### src/rtl/ram_dual_pkg.sv
// Shared definitions for the ram_dual 64 x 8 RAM and its read-side burst master.
package ram_dual_pkg;

   localparam int unsigned DEF_DATA_WIDTH = 8;
   localparam int unsigned DEF_ADDR_WIDTH = 6;

   typedef logic [DEF_DATA_WIDTH-1:0] data_t;
   typedef logic [DEF_ADDR_WIDTH-1:0] addr_t;

   typedef enum logic {
      IDLE,
      RUN
   } state_t;

endpackage

### src/rtl/ram_burst_reader_skid_fifo2.sv
// Two-entry FIFO that absorbs RAM read returns while the stream consumer stalls.
module skid_fifo2
   import ram_dual_pkg::*;
#(
   parameter int unsigned DATA_WIDTH = DEF_DATA_WIDTH
) (
   input  logic                  clock,
   input  logic                  reset,
   input  logic                  push,
   input  logic [DATA_WIDTH-1:0] push_data,
   input  logic                  pop,
   output logic [DATA_WIDTH-1:0] head,
   output logic                  full,
   output logic                  empty,
   output logic [1:0]            count
);

   logic [DATA_WIDTH-1:0] mem [2];
   logic                  wr_ptr;
   logic                  rd_ptr;
   logic                  do_push;
   logic                  do_pop;

   // A push into a full FIFO is accepted only when the head leaves in the same cycle.
   assign do_push = push & (~full | pop);
   assign do_pop  = pop & ~empty;

   always_ff @(posedge clock) begin
      if (reset) begin
         wr_ptr <= 1'b0;
         rd_ptr <= 1'b0;
         count  <= '0;
      end else begin
         if (do_push) begin
            mem[wr_ptr] <= push_data;
            wr_ptr      <= ~wr_ptr;
         end
         if (do_pop) begin
            rd_ptr <= ~rd_ptr;
         end
         count <= count + {1'b0, do_push} - {1'b0, do_pop};
      end
   end

   assign head  = mem[rd_ptr];
   assign full  = (count == 2'd2);
   assign empty = (count == 2'd0);

endmodule

### src/rtl/ram_burst_reader.sv
// Burst read master for ram_dual: issues sequential read addresses and streams
// the returned words out through a 2-entry skid FIFO on a valid/ready port.
module ram_burst_reader
   import ram_dual_pkg::*;
#(
   parameter int unsigned DATA_WIDTH = DEF_DATA_WIDTH,
   parameter int unsigned ADDR_WIDTH = DEF_ADDR_WIDTH,
   parameter int unsigned LEN_WIDTH  = ADDR_WIDTH + 1
) (
   input  logic                  clock,
   input  logic                  reset,
   input  logic                  start,
   input  logic [ADDR_WIDTH-1:0] base_addr,
   input  logic [LEN_WIDTH-1:0]  length,
   output logic                  busy,
   output logic                  done,
   output logic [ADDR_WIDTH-1:0] read_addr,
   input  logic [DATA_WIDTH-1:0] q,
   output logic [DATA_WIDTH-1:0] out_data,
   output logic                  out_valid,
   input  logic                  out_ready
);

   state_t                state;
   state_t                state_nx;
   logic [ADDR_WIDTH-1:0] addr_nx;
   logic [LEN_WIDTH-1:0]  len_q;
   logic [LEN_WIDTH-1:0]  len_nx;
   logic [LEN_WIDTH-1:0]  issued;
   logic [LEN_WIDTH-1:0]  issued_nx;
   logic [LEN_WIDTH-1:0]  accepted;
   logic [LEN_WIDTH-1:0]  accepted_nx;
   logic                  inflight;
   logic                  issue;
   logic                  done_nx;
   logic                  handshake;
   logic                  fifo_full;
   logic                  fifo_empty;
   logic [1:0]            fifo_count;

   always_ff @(posedge clock) begin
      if (reset) begin
         state     <= IDLE;
         read_addr <= '0;
         len_q     <= '0;
         issued    <= '0;
         accepted  <= '0;
         inflight  <= 1'b0;
         done      <= 1'b0;
      end else begin
         state     <= state_nx;
         read_addr <= addr_nx;
         len_q     <= len_nx;
         issued    <= issued_nx;
         accepted  <= accepted_nx;
         inflight  <= issue;
         done      <= done_nx;
      end
   end

   always_comb begin
      state_nx    = state;
      addr_nx     = read_addr;
      len_nx      = len_q;
      issued_nx   = issued;
      accepted_nx = accepted;
      issue       = 1'b0;
      done_nx     = 1'b0;
      handshake   = out_valid & out_ready;

      case (state)
         IDLE: begin
            if (start) begin
               if (length != '0) begin
                  state_nx    = RUN;
                  addr_nx     = base_addr;
                  len_nx      = length;
                  issued_nx   = '0;
                  accepted_nx = '0;
               end else begin
                  done_nx = 1'b1;
               end
            end
         end
         RUN: begin
            // The pop happening this cycle frees its slot, so a read may issue into it
            // and sustain one word per cycle; FIFO + in-flight never exceeds 2 after the edge.
            if (issued < len_q) begin
               if (fifo_full) begin
                  issue = handshake;
               end else begin
                  issue = (3'(inflight) + 3'(fifo_count)) < (3'd2 + 3'(handshake));
               end
            end
            if (issue) begin
               addr_nx   = read_addr + ADDR_WIDTH'(1);
               issued_nx = issued + LEN_WIDTH'(1);
            end
            if (handshake) begin
               accepted_nx = accepted + LEN_WIDTH'(1);
               if (accepted_nx == len_q) begin
                  state_nx = IDLE;
                  done_nx  = 1'b1;
               end
            end
         end
      endcase
   end

   skid_fifo2 #(
      .DATA_WIDTH(DATA_WIDTH)
   ) u_fifo (
      .clock    (clock),
      .reset    (reset),
      .push     (inflight),
      .push_data(q),
      .pop      (handshake),
      .head     (out_data),
      .full     (fifo_full),
      .empty    (fifo_empty),
      .count    (fifo_count)
   );

   assign out_valid = ~fifo_empty;
   assign busy      = (state == RUN);

endmodule

### config.mk
export PLATFORM = sky130hd
export DESIGN_NAME = ram_burst_reader
export DESIGN_NICKNAME = d
export VERILOG_FILES = /design/src/rtl/ram_dual_pkg.sv /design/src/rtl/ram_burst_reader_skid_fifo2.sv /design/src/rtl/ram_burst_reader.sv
export SDC_FILE = /design/constraint.sdc
export NUM_CORES = 1
export LEC_CHECK = 0
export CAP_MARGIN = 20
export CELL_PAD_IN_SITES_DETAIL_PLACEMENT = 0
export CELL_PAD_IN_SITES_GLOBAL_PLACEMENT = 2
export CORE_MARGIN = 2
export CORE_UTILIZATION = 30
export DETAILED_ROUTE_END_ITERATION = 8
export GPL_ROUTABILITY_DRIVEN = 0
export PLACE_DENSITY = 0.72
export SYNTH_ARGS = -nofsm -noshare
export SYNTH_HDL_FRONTEND = slang
export SYNTH_SLANG_ARGS = --single-unit
### constraint.sdc
create_clock -name clock -period 4.1 [get_ports clock]
set_input_delay 1.025 -clock clock [delete_from_list [all_inputs] [get_ports clock]]
set_output_delay 1.025 -clock clock [all_outputs]
set_load 0.005 [all_outputs]
=== Word-level counts from Yosys, hierarchy flattened ===
Memories as Yosys holds them, arrays and structs flattened. A register that Yosys moved wholly into a read port is not among the register bits.
Index checks and enable logic that the tools add are counted.

* Register bits: 34
* Memory bits (writable): 16
* Bits of input ports: 25
* Output and inout bits: 17
* Logic and storage cells: 69
* Memories: 1

* Add/sub/neg operators: 7
* Order comparisons: 2
* Equal/unequal tests: 6
* Muxes and demuxes: 28
* Bitwise logic cells: 9
* Reduce and logical (&&, ||, !) cells: 6

{| class="wikitable"
|+ Memories
! memory !! words !! width !! rd ports !! clocked after Yosys merged registers in !! write ports !! RTL line !! RTL
|-
| u_fifo.mem || 2 || 8 || 1 || 1 || 1 || ram_burst_reader_skid_fifo2.sv:18 || <nowiki>logic [DATA_WIDTH-1:0] mem [2];</nowiki>
|}

{| class="wikitable"
|+ Operators by type and width
! kind !! number
|-
| $mux W7 || 4
|-
| $pmux W7 S2 || 2
|-
| $mux W6 || 3
|-
| $mux W1 || 16
|-
| $add A7 B1 Y7 const B || 2
|-
| $pmux W6 S2 || 1
|-
| $reduce_and A3 Y1 || 3
|-
| $eq A7 B7 Y1 || 1
|-
| $lt A7 B7 Y1 || 1
|-
| $reduce_bool A7 Y1 || 1
|-
| $add A6 B1 Y6 const B || 1
|-
| $not A1 Y1 || 5
|-
| $ne A2 B1 Y1 const B || 2
|-
| $ne A2 B2 Y1 const B || 2
|-
| $pmux W1 S2 || 2
|-
| $add A1 B2 Y3 || 1
|-
| $add A2 B1 Y3 const A || 1
|-
| $and A1 B1 Y1 || 3
|-
| $lt A3 B3 Y1 || 1
|-
| $add A2 B1 Y2 || 1
|-
| $eq A2 B2 Y1 const B || 1
|-
| $logic_not A2 Y1 || 1
|-
| $reduce_or A2 Y1 || 1
|-
| $sub A2 B1 Y2 || 1
|-
| $or A1 B1 Y1 || 1
|}

=== Depth between registers and ports, before layout ===
Gate-level depths: netlist (run 1).

* Depth in word-level cells: 10
* Gate-level depth with buffers: 8
* Mapped depth without buffers: 7

=== Cells and area by module ===
Synthesis (run 1) repeated with hierarchy kept, for this count alone.

* Cell total of the unflattened synthesis: 293
* Area total of the unflattened synthesis: 2832.7 um2

{| class="wikitable"
|+ By module, submodules not included
! module !! times used !! cells each !! area each (um2) !! seq. area each (um2)
|-
| ram_burst_reader || 1 || 242 || 2003.2 || 600.6
|-
| skid_fifo2 || 1 || 51 || 829.5 || 580.6
|}

=== Least setup slack after synthesis (run 1) ===
OpenSTA, ideal clock, no wires.

* Kind: input port to flip-flop
* Start point: input reset
* End point: memory u_fifo.mem[1][0] (netlist name) (enable)
* Data arrival time: 1.923 ns
* Data required time: 3.715 ns
* Path slack: 1.792 ns
* Cell stages on the path: 2
* Buffers on the path: 1
* Cell sequence: clkbuf_1 nor3b_1

* Longest elaborated chain between the ends: 2

{| class="wikitable"
|+ Ends and longest elaborated chain
! what !! RTL line !! RTL
|-
| from (decl) || ram_burst_reader.sv:11 || <nowiki>input logic reset,</nowiki>
|-
| $mux W1 || ram_burst_reader_skid_fifo2.sv:29 || <nowiki>if (reset) begin</nowiki>
|-
| $mux W1 (not written as such) || ram_burst_reader_skid_fifo2.sv:35 || <nowiki>mem[wr_ptr] <= push_data;</nowiki>
|-
| to (decl) || ram_burst_reader_skid_fifo2.sv:18 ||
|}

Every way passes these cells.

=== Final worst setup path (run 1) ===
* Start point: input start
* End point: register read_addr[2]

* Longest elaborated chain between the ends: 2

{| class="wikitable"
|+ Ends and longest elaborated chain
! what !! RTL line !! RTL
|-
| from (decl) || ram_burst_reader.sv:12 || <nowiki>input logic start,</nowiki>
|-
| $ne A2 B2 Y1 (no line) || -- ||
|-
| $reduce_and A3 Y1 (no line) || -- ||
|-
| to (signal assigned) || ram_burst_reader.sv:52 || <nowiki>read_addr <= addr_nx;</nowiki>
|-
| to (decl) || ram_burst_reader.sv:17 || <nowiki>output logic [ADDR_WIDTH-1:0] read_addr,</nowiki>
|}

Every way passes these cells.
A chain may end at the register's enable or synchronous reset.

==> impl_metrics.csv, run 1 <==
group,metric,value,unit
run_status,outcome,"finished, final reports clean",
run,drv_cap,0,
synth,ys_seq_area_frac,0.443,
global_route,grt_usage,0.130,
cells_and_area,design_area,3290,µm²
worst_setup_path,arrival,3.21,ns
synth,yosys_warnings,0,
clock_tree,clk_latency,0.31,ns
worst_setup_path,cp_top_family,"compound AO/OA/AOI/OAI gates",
floorplan,die_x,98.3,µm
synth,avgSynthCellArea,9.55,µm²
cells_and_area,area_growth_syn_to_layout,23.6,%
synth,syn-num-nets,317,
worst_setup_path,cp_max_fo,9,
worst_setup_path,ff2ff_path_depth,7,
timing,setup_viol,0,
global_route,grt_pass1_wl,10.4,mm
timing,tns,0,ns
global_route,antenna_found_initial,0,
clock_tree,clkTransAtPathRegs,0.10,ns
power_and_ir_drop,powerDensity,389,nW/µm²
worst_setup_path,criticalPathCategory,"in2reg",
timing,fmaxAchievable,332,MHz
cells_and_area,fillers,919,
synth,yosysTopAreaCell,"dfxtp_1",
clock_tree,post_cts_resized,0,
floorplan,core_area,8680,µm²
clock_tree,clock_path_buffers,2,
synth,synth_edf_count,16,
cells_and_area,antenna_cells,0,
worst_setup_path,critPathRequiredTime,4.30,ns
timing,fin_crit_sh,0.736,
synth,synth_area_leaders,"dfxtp_1, edfxtp_1, ha_1",
power_and_ir_drop,max-vdd-ir-drop,0.154,mV
synth,yosys.cell_types.count,52,
hold_path,whs_path_depth,2,
placed_design,place_ws,0.776,ns
cells_and_area,finalNetCount,358,
drt,drc_errors,0,
clock_tree,post_cts_buffers,0,
drt,drtAntennaViolNets,0,
worst_setup_path,r2r-start,"len_q[2]$_SDFFE_PP0P_",
power_and_ir_drop,p_total,1.28,mW
floorplan,rows,34,
synth,synth_top_area_share,0.263,
power_and_ir_drop,leakagePower,1.16,nW
drt,drt-initial-drc-count,85,
synth,synth_cells,279,
hold_path,min_path_type,"reg2reg",
timing,max_slew_margin,0.509,
timing,hold_ws,0.496,ns
worst_setup_path,cp-start-kind,"primary input",
floorplan,start_util,0.307,
clock_tree,cts_hold_buf,0,
drt,wl_per_cell,14.7,µm
floorplan,io_pins,42,
timing,post-route-min-period,3.02,ns
synth,synth_ff_type,"dfxtp_1",
synth,synth_area,2670,µm²
worst_setup_path,endpoint_kind,"flop",
clock_tree,cts_tree,"yes",
floorplan,dieHeight,98.3,µm
worst_setup_path,timing.rr.end,"issued[3]$_SDFFE_PP0P_",
placed_design,io_buffers,41,
timing,worst_slew_pin_slew,0.735,ns
worst_setup_path,slowest_stage,"a21boi_1",
placed_design,hpwl,4.48,mm
cells_and_area,drive_above_1_share,0.0903,
drt,viasPerCell,5.20,
timing,hold_violations,0,
clock_tree,clockRootBuffer,"clkbuf_8",
floorplan,die-area,9650,µm²
timing,maxSlewViolCount,0,
clock_tree,cts_sinks,51,
worst_setup_path,reg2reg_slack,1.67,ns
global_route,gr-total-overflow,0,
worst_setup_path,crit_path_max_incr_delay,0.68,ns
hold_path,worstHoldEndpoint,"len_q[5]$_SDFFE_PP0P_",
cells_and_area,multi_input_area,1390,µm²
worst_setup_path,crit_buf_inv,1,
timing,rsz0062_at_grt,"no",
hold_path,hp-start,"len_q[5]$_SDFFE_PP0P_",
synth,ys_ff_latch,51,
drt,drt_pass1_iterations,4,
global_route,grt_max_degree,24,
worst_setup_path,path_cells,"clkdlybuf4s50_1 > nor2b_1 > a21boi_1 > nor3_1 > a221oi_1 > a21oi_1",
drt,wirelength,6.31,mm
global_route,grt_pass1_vias,2090,
drt,vias,2230,
timing,skew,0.00820,ns
timing,fin_ws,1.08,ns
clock_tree,htreeDepth,2,
cells_and_area,ff_latch_area,1180,µm²
placed_design,place_area,3200,µm²
clock_tree,numCtsBuffers,5,
synth,synthArstFlopShare,0,
[per-stage QoR]
stage                      util  std cells
after CTS                 0.380        429
after global placement    0.368        421
after global routing      0.380        429
after detailed placement  0.368        421
after floorplan               -        279
final                     0.380        429
[cell usage in the layout (no fill, tap or decap), types with 3 or more instances in the layout]
master           instances
nand2b_1                 6
nand2_1                 26
buf_4                    5
nand3_1                 12
a21oi_1                 22
o32ai_1                  3
a22oi_1                  3
mux2i_1                  3
ha_1                    13
a31oi_1                  4
nor3_1                   8
o211ai_1                 3
clkdlybuf4s50_1         41
nor2_1                  18
mux2_2                  10
or3_1                    4
clkbuf_8                 5
xnor2_1                  7
inv_1                   12
xor2_1                   5
o21ai_0                 12
nor2b_1                  5
edfxtp_1                16
nand4b_1                 3
dfxtp_1                 35
[cells by family (layout without fill, tap and decap cells)]
group,after synthesis,after routing,synth area share
AOI/OAI and AO/OA,68,68,0.178
xor gates and xnor gates,12,12,0.0394
adders and majority gates,13,13,0.0610
buffers and inverters,24,66,0.0361
DFF,51,51,0.443
muxes,13,13,0.0535
and+or+nand+nor,98,98,0.188
[sequential cells by signal, summed over array words and instances, names as in the netlist, named ones only]
name	flops
accepted	7
busy	1
done	1
inflight	1
issued	7
len_q	7
read_addr	6
u_fifo.count	2
u_fifo.mem	16
u_fifo.rd_ptr	1
u_fifo.wr_ptr	1
[worst max path at each step]
stage | from | to | slack [ns] | cells past startpoint
global placement | start | read_addr[2]$_SDFFE_PP0P_ | 0.80 | 6
CTS | start | read_addr[2]$_SDFFE_PP0P_ | 1.11 | 6
floorplan | reset | u_fifo.mem[1][0]$_DFFE_PP_ | 1.79 | 2
detailed placement | start | read_addr[2]$_SDFFE_PP0P_ | 0.78 | 6
global route | start | accepted[4]$_SDFFE_PP0P_ | 0.88 | 6
finish | start | read_addr[2]$_SDFFE_PP0P_ | 1.08 | 6
[report_power, final]
group / internal, mW / leakage (nW) / switching [mW]
combinational: 0.194 / 0.683 / 0.153
clock: 0.127 / 0.0502 / 0.191
sequential: 0.560 / 0.429 / 0.0543
[synthesized netlist by cell type, types with 2 or more instances]
cell,count
nand4_1,2
mux2i_1,3
or4_1,2
nor3_1,8
nor4_1,2
a21oi_1,22
o32a_1,2
a22oi_1,3
o211ai_1,3
clkbuf_1,7
buf_2,5
nand2_1,26
nor3b_1,2
edfxtp_1,16
or3_1,4
o21a_1,2
xnor2_1,7
o32ai_1,3
and2_1,2
nand4b_1,3
o21ai_0,12
mux2_2,10
inv_1,12
nand2b_1,6
a221oi_1,2
nor2b_1,5
dfxtp_1,35
xor2_1,5
nand3_1,12
nor2_1,18
a31oi_1,4
ha_1,13
a21o_1,2
[tightest hold or removal path, cell delays in order, from the launching register on]
cell     delay, ns
dfxtp_1       0.34
nand2_1       0.06
a21oi_1       0.05
[area by class of cell]
type	count	share of cell area
Clock inverter	3	0.00874
Tap cell	108	0.0410
Clock buffer	5	0.0209
Sequential cell	51	0.359
Timing Repair Buffer	46	0.136
Inverter	12	0.0137
Multi-Input combinational cell	204	0.421
[metal layers]
metal | track usage | wire (µm) | vias to the layer above
met3 | 0.0279 | 175 | 5
met5 | 0 | 0 | -
li1 | - | - | 1106
met4 | 0.0253 | 44 | 0
met1 | 0.169 | 3050 | 1085
met2 | 0.225 | 3040 | 34
(Power assumes the default switching activity.)
==> inputs of run 2 (changes only) <==
Clock period 4.1 ns to 2.9 ns, I/O delays scaled along.
==> impl_metrics.csv, run 2 (same netlist as run 1, synthesis figures left out) <==
group,metric,value,unit
run_status,outcome,"finished, final reports clean",
clock_tree,clock_path_buffers,2,
clock_tree,clk_latency,0.31,ns
timing,worst_slew_pin_slew,0.698,ns
global_route,grt_pass1_vias,2137,
hold_path,whs_path_depth,2,
timing,fmaxAchievable,414,MHz
clock_tree,post_cts_resized,0,
drt,viasPerCell,5.08,
cells_and_area,largest_reg_flops,16,
global_route,met3_usage,0.0251,
run,drv_cap,0,
drt,drt_pass1_iterations,4,
placed_design,dp.cells,429,
worst_setup_path,r2r-start,"len_q[5]$_SDFFE_PP0P_",
placed_design,io_buffers,41,
worst_setup_path,cp_top_family,"compound AO/OA/AOI/OAI gates",
worst_setup_path,critPathRequiredTime,3.13,ns
drt,drt-initial-drc-count,63,
drt,drc_errors,0,
global_route,grt_pass1_wl,10.4,mm
worst_setup_path,crit_buf_inv,1,
timing,fin_crit_sh,0.834,
timing,skew,0.00599,ns
timing,setup_viol,0,
timing,tns,0,ns
power_and_ir_drop,leakagePower,1.20,nW
floorplan,die-area,9650,µm²
floorplan,io_pins,42,
worst_setup_path,reg2reg_slack,0.48,ns
floorplan,start_util,0.307,
timing,maxSlewViolCount,0,
worst_setup_path,timing.rr.end,"issued[4]$_SDFFE_PP0P_",
worst_setup_path,criticalPathCategory,"reg2reg",
drt,wirelength,6.24,mm
timing,hold_violations,0,
clock_tree,htreeDepth,2,
floorplan,die_x,98.3,µm
hold_path,min_path_type,"reg2reg",
timing,post-route-min-period,2.42,ns
worst_setup_path,endpoint_kind,"flop",
floorplan,dieHeight,98.3,µm
clock_tree,clkTransAtPathRegs,0.10,ns
worst_setup_path,critPathCapture,"issued[4]$_SDFFE_PP0P_",
drt,drtAntennaViolNets,0,
floorplan,core_area,8680,µm²
cells_and_area,layout_common_cells,"clkdlybuf4s50_1, dfxtp_1, nand2_1, a21oi_1, nor2_1",
worst_setup_path,crit_path_max_incr_delay,0.44,ns
worst_setup_path,path_cells,"inv_1 > ha_1 > a21o_1 > a2111oi_4 > o211ai_2 > o32a_1 > a31oi_1",
drt,wl_per_cell,14.3,µm
timing,rsz0062_at_grt,"no",
worst_setup_path,ff2ff_path_depth,7,
power_and_ir_drop,p_total,1.82,mW
cells_and_area,drive_above_1_share,0.112,
placed_design,hpwl,4.65,mm
clock_tree,cts_hold_buf,0,
clock_tree,cts_sinks,51,
timing,max_slew_margin,0.533,
global_route,gr-total-overflow,0,
clock_tree,post_cts_buffers,0,
worst_setup_path,arrival,2.65,ns
cells_and_area,largest_register,"u_fifo.mem",
cells_and_area,antenna_cells,0,
clock_tree,numCtsBuffers,5,
floorplan,rows,34,
global_route,met2_usage,0.219,
cells_and_area,area_growth_syn_to_layout,25.8,%
clock_tree,cts_tree,"yes",
worst_setup_path,slowest_stage,"o32a_1",
worst_setup_path,cp-startpoint,"len_q[5]$_SDFFE_PP0P_",
cells_and_area,finalNetCount,366,
global_route,antenna_found_initial,0,
clock_tree,clockRootBuffer,"clkbuf_8",
global_route,use_met1,0.181,
drt,vias,2220,
power_and_ir_drop,max-vdd-ir-drop,0.226,mV
global_route,grt_usage,0.132,
global_route,grt-busiest-layer,"met2",
cells_and_area,fin_cells,437,
worst_setup_path,cp-start-kind,"flop",
power_and_ir_drop,powerDensity,542,nW/µm²
cells_and_area,layout_commonest_cell,"clkdlybuf4s50_1",
worst_setup_path,cp_num_cells,7,
worst_setup_path,cp_max_fo,15,
global_route,grt_max_degree,19,
## run 2: changes by cell type in the layout (fill, tap and decap cells not counted), sizes merged
cell    delta
clkinv     -1
inv        +1
buf        +8
## run 2: power breakdown
part,internal (mW),switching [mW],total [mW]
clock network,0.178,0.260,0.439
logic,0.291,0.222,0.513
registers,0.792,0.0727,0.865
total,1.26,0.555,1.82
## run 2: worst register-to-register path: cells and delay by family, from the launching register on
family	cells	cell delay [ns]
buffers and inverters	1	0.07
DFF	1	0.40
adders and majority gates	1	0.32
AOI/OAI and AO/OA	5	1.56
## run 2: worst min path at each step
stage | start | end | slack [ns]
4_1_cts | accepted[1]$_SDFFE_PP0P_ | accepted[1]$_SDFFE_PP0P_ | 0.50
6_report | accepted[1]$_SDFFE_PP0P_ | accepted[1]$_SDFFE_PP0P_ | 0.50
2_1_floorplan | len_q[5]$_SDFFE_PP0P_ | len_q[5]$_SDFFE_PP0P_ | 0.46
3_3_place_gp | accepted[1]$_SDFFE_PP0P_ | accepted[1]$_SDFFE_PP0P_ | 0.48
3_5_place_dp | accepted[1]$_SDFFE_PP0P_ | accepted[1]$_SDFFE_PP0P_ | 0.48
5_1_grt | len_q[3]$_SDFFE_PP0P_ | len_q[3]$_SDFFE_PP0P_ | 0.52
## run 2: metrics by stage
step	utilization	setup WS, ns	hold slack, ns	cell area [µm²]
4_1_cts	0.386	0.437	0.497	3350
2_1_floorplan	-	0.835	0.461	2670
3_5_place_dp	0.375	0.185	0.482	3260
3_3_place_gp	0.375	0.229	0.480	3260
5_1_grt	0.386	0.305	0.524	3350
6_report	0.386	0.482	0.499	3350
## run 2: final cells by class
class                   count  area, µm²
well taps                 108        135
multi-input cells         204       1390
repair buffers             54        508
clock buffers               5       68.8
fillers                   905       5330
clock inverters             3       26.3
inverters                  12       45.0
flip-flops and latches     51       1180
## run 2: metal layers
| layer | part of all wire | vias to the layer above |
|---|---|---|
| met4 | 0.0037 | 0 |
| met2 | 0.47 | 40 |
| met1 | 0.49 | 1049 |
| met3 | 0.040 | 2 |
| met5 | 0 | - |
| li1 | - | 1129 |
==> inputs of run 3 (changes only) <==
Settings changed: PLACE_DENSITY 0.72 to 0.75.
Clock period 2.9 ns to 2.2 ns, I/O delays scaled along.
==> impl_metrics.csv, run 3 (same netlist as run 1, synthesis figures left out) <==
group,metric,value,unit
clock_tree,cts_tree,"yes",
floorplan,die-area,9650,µm²
floorplan,core_area,8680,µm²
cells_and_area,layout_commonest_cell,"buf_4",
drt,drtAntennaViolNets,0,
worst_setup_path,cp_max_fo,8,
placed_design,dp.cells,470,
worst_setup_path,reg2reg_slack,0.13,ns
timing,rsz0062_at_grt,"no",
timing,post-route-min-period,2.13,ns
global_route,grt_usage,0.137,
clock_tree,numCtsBuffers,5,
drt,drt_pass1_iterations,4,
timing,maxSlewViolCount,0,
placed_design,hpwl,4.86,mm
timing,hold_ws,0.495,ns
timing,setup_viol,0,
clock_tree,clk_latency,0.31,ns
power_and_ir_drop,p_total,2.55,mW
worst_setup_path,arrival,1.58,ns
clock_tree,cts_sinks,51,
timing,skew,0.00639,ns
floorplan,io_pins,42,
cells_and_area,final_util,0.429,
drt,viasPerCell,4.97,
timing,fin_crit_sh,0.967,
drt,drc_errors,0,
cells_and_area,layout_common_cells,"buf_4, clkdlybuf4s50_1, dfxtp_1, nand2_1, a21oi_1",
timing,worst_slew_pin_slew,0.390,ns
cells_and_area,fin_cells,478,
run,drv_cap,0,
worst_setup_path,cp-start-kind,"flop",
power_and_ir_drop,max-vdd-ir-drop,0.283,mV
placed_design,place_ws,-0.174,ns
cells_and_area,antenna_cells,0,
global_route,grt_max_degree,24,
clock_tree,clkTransAtPathRegs,0.11,ns
timing,max_slew_margin,0.739,
power_and_ir_drop,powerDensity,686,nW/µm²
global_route,grt_pass1_vias,2287,
cells_and_area,drive_above_1_share,0.235,
clock_tree,post_cts_buffers,0,
timing,fin_ws,0.0736,ns
drt,wl_per_cell,13.6,µm
drt,wirelength,6.49,mm
clock_tree,htreeDepth,2,
worst_setup_path,path_cells,"mux2_2 > clkdlybuf4s50_1",
floorplan,dieHeight,98.3,µm
run_status,outcome,"finished, final reports clean",
drt,vias,2377,
timing,fmaxAchievable,470,MHz
worst_setup_path,endpoint_kind,"primary output",
cells_and_area,finalNetCount,407,
floorplan,die_x,98.3,µm
global_route,gr-total-overflow,0,
hold_path,min_path_type,"reg2reg",
worst_setup_path,crit_path_max_incr_delay,0.46,ns
power_and_ir_drop,leakagePower,1.41,nW
worst_setup_path,slowest_stage,"dfxtp_2",
global_route,grt_pass1_wl,10.8,mm
drt,drt-initial-drc-count,65,
timing,hold_violations,0,
cells_and_area,design_area,3720,µm²
clock_tree,clock_path_buffers,2,
worst_setup_path,critPathRequiredTime,1.65,ns
floorplan,start_util,0.307,
placed_design,io_buffers,41,
cells_and_area,area_growth_syn_to_layout,39.6,%
timing,tns,0,ns
placed_design,place_area,3580,µm²
clock_tree,clockRootBuffer,"clkbuf_8",
cells_and_area,largest_register,"u_fifo.mem",
global_route,antenna_found_initial,0,
worst_setup_path,criticalPathCategory,"reg2out",
floorplan,rows,34,
cells_and_area,largest_reg_flops,16,
-- run 3: worst max-delay path, delay by kind of cell (launching register included) --
kind | cells | cell delay (ns)
multiplexers | 1 | 0.36
flip-flops | 1 | 0.46
buffers and inverters | 1 | 0.45
-- run 3: final cells by class --
cell class / instances / area [µm²]
Sequential cell: 51 / 1190
Timing Repair Buffer: 95 / 828
Fill cell: 859 / 4960
Clock buffer: 5 / 68.8
Clock inverter: 3 / 26.3
Inverter: 12 / 45.0
Tap cell: 108 / 135
Multi-Input combinational cell: 204 / 1430
-- run 3: power breakdown --
part | switching, mW | total, mW | internal, mW
Clock | 0.346 | 0.581 | 0.235
Sequential | 0.0769 | 1.12 | 1.05
Combinational | 0.345 | 0.845 | 0.500
Total | 0.769 | 2.55 | 1.78
-- run 3: final timing paths --
kind,cells after the start,end,from
worst min register to register,2,accepted[1]$_SDFFE_PP0P_,accepted[1]$_SDFFE_PP0P_
worst min-delay path,2,accepted[1]$_SDFFE_PP0P_,accepted[1]$_SDFFE_PP0P_
worst max-delay path,2,out_data[5],flop
worst max register to register,8,issued[5]$_SDFFE_PP0P_,len_q[5]$_SDFFE_PP0P_
-- run 3: metal layers --
| metal | vias up | track usage | routed length (µm) |
|---|---|---|---|
| met5 | - | 0 | 0 |
| met3 | 6 | 0.0222 | 173 |
| met1 | 1131 | 0.177 | 3040 |
| met2 | 44 | 0.236 | 3200 |
| li1 | 1196 | - | - |
| met4 | 0 | 0.0390 | 72 |
-- run 3: what timing repair did --
action | in CTS | in global routing
setup endpoints to repair | 16 | 11
pin swaps | 1 | 1
hold buffers | 0 | 0
resized for setup | 3 | 7
==> variant 1: new RTL, settings of run 2 <==
`read_addr` no longer has a reset.
--- a/src/rtl/ram_burst_reader.sv
+++ b/src/rtl/ram_burst_reader.sv
@@ -41,7 +41,6 @@
    always_ff @(posedge clock) begin
       if (reset) begin
          state     <= IDLE;
-         read_addr <= '0;
          len_q     <= '0;
          issued    <= '0;
          accepted  <= '0;
@@ -49,13 +48,16 @@
          done      <= 1'b0;
       end else begin
          state     <= state_nx;
-         read_addr <= addr_nx;
          len_q     <= len_nx;
          issued    <= issued_nx;
          accepted  <= accepted_nx;
          inflight  <= issue;
          done      <= done_nx;
       end
+   end
+
+   always_ff @(posedge clock) begin
+      read_addr <= addr_nx;
    end
 
    always_comb begin
Check against the original RTL: not equivalent (Yosys sat finds a counterexample within 4 cycles, from zero or initial values and one cycle with reset high).
==> variant 1 against run 2 <==
Largest power group unchanged; power decreased by 2.8%; highest routed layer unchanged; sequential cell count unchanged; via count is 13% lower; area after synthesis fell by 5.3%; die area decreased by 5.0%; cell area shrank 5.0%; setup slack worse by 0.052 ns; routed wire length decreased by 12%.
==> variant 1: results (changes against run 2) <==
HP Start=accepted[5]$_SDFFE_PP0P_; Metal-1 WL=2683 um (-11%); Worst-Margin Slew=0.6388 ns (-0.05903 ns); Cell variety after synth=41 (-21%); Signal buf overhead=0.1470 (-0.004594); Switching Fraction=0.2864 (-0.01904); multi-input logic portion of the cell area=0.3784 (-0.03557); Core Util, Final=0.3895 (+0.003255); CTS-repair resized insts=0 (unchanged); Via density=4.755 (-6.4%); layout buffer count excluding clock buffers=49 (-9.3%); metal3 WL=325 um (+29%); CP startpoint=out_ready; dpl ws=0.1053 ns (-0.07936 ns); DRT iter0 DRCs=82 (+30%); clock network power=0.418 mW (-4.8%); Syn Nets=292 (-7.9%); status=completed; Min Hold Slack=0.4914 ns (-0.007828 ns); clock skew=0.007230 ns (+0.001238 ns); Avg Inst Size Synth=9.941 um^2 (+4.1%); Worst path max stage delay=0.52 ns (+0.08 ns); final non-filler cell total=408 (-6.6%); share of layout cells above drive strength 1=0.09241 (-0.02005); most frequent cells after synthesis=nor2_1, dfxtp_1, a21oi_1, edfxtp_1, nand3_1; FFs & Latches=51 (unchanged); Filler cells=821 (-9.3%); wire per inst=13.42 um (-6.0%); first-pass GRT wire length=8990 um (-13%); RR Endpoint=issued[2]$_SDFFE_PP0P_; worst-skew pair later-pin latency=~0.30 ns; hold endpoint=accepted[5]$_SDFFE_PP0P_; final setup margin=0.4301 ns (-0.05232 ns); largest net degree at the start of global routing=30 (+11); switching pwr=0.5056 mW (-8.9%); Post-synth EDFFs=22 (+6); vias in the first global route=1856 (-13%); CP max FO=14 (-1); Comb power frac=0.264 (-0.018); FF/Latch Area=1241 um^2 (+5.1%); sequential fraction of the synthesis area=0.4916 (+0.04838); DP Wirelength=4038 um (-13%); CP delay by family, top=compound AO/OA/AOI/OAI gates; multi-input logic area=1205 um^2 (-13%); NumNets Final=340 (-7.1%); CP Class=in2reg; Post-Place Cells=399 (-7.0%); slowest CP cell=clkdlybuf4s50_1; GRT Total Usage=0.1277 (-0.004085); Worst Path Arrival=2.71 ns (+0.06 ns); placed inst area=3085 um^2 (-5.3%); met2 WL=2430 um (-17%); leakage=1.155 nW (-3.8%); slack of the worst reg-to-reg path=0.61 ns (+0.13 ns)
-- variant 1: changes by cell type after synthesis, moves of 4 or more --
cell,run 2,this run
nor3_1,8,3
nand2b_1,6,1
o21ai_1,0,4
nand3_1,12,18
nand2_1,26,12
edfxtp_1,16,22
dfxtp_1,35,29
o21ai_0,12,6
nor2_1,18,32
-- variant 1: kinds of logic after synthesis --
| logic type | count (synthesis) | share of synthesized area |
|---|---|---|
| xor+xnor | 18 | 0.06244 |
| compound gates | 49 | 0.1249 |
| mux | 10 | 0.04410 |
| buf+inv | 20 | 0.03121 |
| fa+ha+maj | 13 | 0.06442 |
| simple gates | 93 | 0.1814 |
| flops | 51 | 0.4916 |
-- variant 1: layer usage --
| metal | global-route usage | up-vias |
|---|---|---|
| met2 | 0.2034 | 55 |
| li1 | - | 998 |
| met1 | 0.1774 | 885 |
| met4 | 0.03571 | 0 |
| met3 | 0.02428 | 2 |
| met5 | 0 | - |
==> variant 2: new RTL, config.mk and constraints of run 2 <==
Without the edit above. Set the package constant `DEF_DATA_WIDTH` to 12 (it was 8).
--- a/src/rtl/ram_dual_pkg.sv
+++ b/src/rtl/ram_dual_pkg.sv
@@ -1,7 +1,7 @@
 // Shared definitions for the ram_dual 64 x 8 RAM and its read-side burst master.
 package ram_dual_pkg;
 
-   localparam int unsigned DEF_DATA_WIDTH = 8;
+   localparam int unsigned DEF_DATA_WIDTH = 12;
    localparam int unsigned DEF_ADDR_WIDTH = 6;
 
    typedef logic [DEF_DATA_WIDTH-1:0] data_t;
Interface: changed (resized out_data and q); port bits go from 42 to 50. No check against the original RTL was run, so the function may have changed too.
==> variant 2 against run 2 <==
Non-clock buffer count up 5; combinational power up 24%; power up 31%; routed wire length up 14%; setup slack worse by 0.14 ns; largest cell class unchanged; cell area up 16%; sequential cell count up 8; area after synthesis up 13%.
==> variant 2: results (changes against run 2) <==
port buffer count=49 (+20%); mux cell area share after synthesis=0.05797 (+0.004450); worst-skew pair later-pin latency=0.33 ns (+0.02 ns); Clock transition at path regs=0.07 ns (-0.03 ns); post-synthesis xor/xnor area fraction=0.03768 (-0.001755); placed inst area=3682 um^2 (+13%); synthesized flop and latch total=59 (+16%); multi-input logic area=1484 um^2 (+6.9%); Syn Nets=335 (+5.7%); sequential fraction of the synthesis area=0.4704 (+0.02720); Post-Place Cells=470 (+9.6%); share of layout cells above drive strength 1=0.1586 (+0.04618); Worst-Margin Slew=0.5889 ns (-0.1090 ns); CP delay by family, top=flip-flops; CP max FO=12 (-3); top cells by area, synth=edfxtp_1, dfxtp_1, ha_1; Cell variety after synth=57 (+9.6%); Post-synth EDFFs=24 (+8); routed wire length=7105 um (+14%); dpl ws=0.2737 ns (+0.08908 ns); cell taking the most area after synthesis=edfxtp_1; Worst path max stage delay=0.66 ns (+0.22 ns); GRT Total Usage=0.1368 (+0.004990); largest net degree at the start of global routing=26 (+7); cts bufs inserted=9 (+4); Avg Inst Size Synth=10.31 um^2 (+8.0%); area fraction in compound gates after synthesis=0.1466 (-0.03182); DRT iter0 DRCs=135 (+110%); status=completed; leakage=1.398 nW (+16%)
variant 2: kinds of logic (layout without fill, tap and decap cells):
family / Yosys count / count (layout)
flops: 59 / 59
xor+xnor: 13 / 13
simple gates: 101 / 101
fa+ha+maj: 13 / 13
compound gates: 64 / 64
buf+inv: 27 / 87
mux: 16 / 16
variant 2: power by group through the flow:
| stage | Combinational, mW | Sequential [mW] | Clock, mW |
|---|---|---|---|
| 2_1_floorplan | 0.411 | 0.994 | 0 |
| 3_3_place_gp | 0.637 | 1.03 | 0 |
| 3_5_place_dp | 0.641 | 1.03 | 0 |
| 4_1_cts | 0.645 | 1.01 | 0.762 |
| 5_1_grt | 0.699 | 1.02 | 0.798 |
| 6_report | 0.637 | 1.01 | 0.738 |
variant 2: final timing paths:
path,startpoint,end,slack (ns),cells past startpoint
worst max-delay path,flip-flop,out_data[7],0.34,2
worst min-delay path,accepted[1]$_SDFFE_PP0P_,accepted[1]$_SDFFE_PP0P_,0.49,2
worst max register to register,len_q[2]$_SDFFE_PP0P_,issued[5]$_SDFFE_PP0P_,0.76,7
worst min register to register,accepted[1]$_SDFFE_PP0P_,accepted[1]$_SDFFE_PP0P_,0.49,2
variant 2: area by class of cell:
cell class,instances,area share
multi-input combinational,207,0.3830
sequential,59,0.3668
timing repair buffer,59,0.1459
tap,133,0.04294
clock buffer,9,0.03197
clock inverter,7,0.01776
inverter,12,0.01162
variant 2: routing by layer:
layer | vias up | GRT usage | share of wire
li1 | 1202 | - | -
met1 | 1085 | 0.1803 | 0.50
met2 | 57 | 0.2148 | 0.45
met3 | 6 | 0.03571 | 0.036
met4 | 0 | 0.05116 | 0.011
met5 | - | 0 | 0
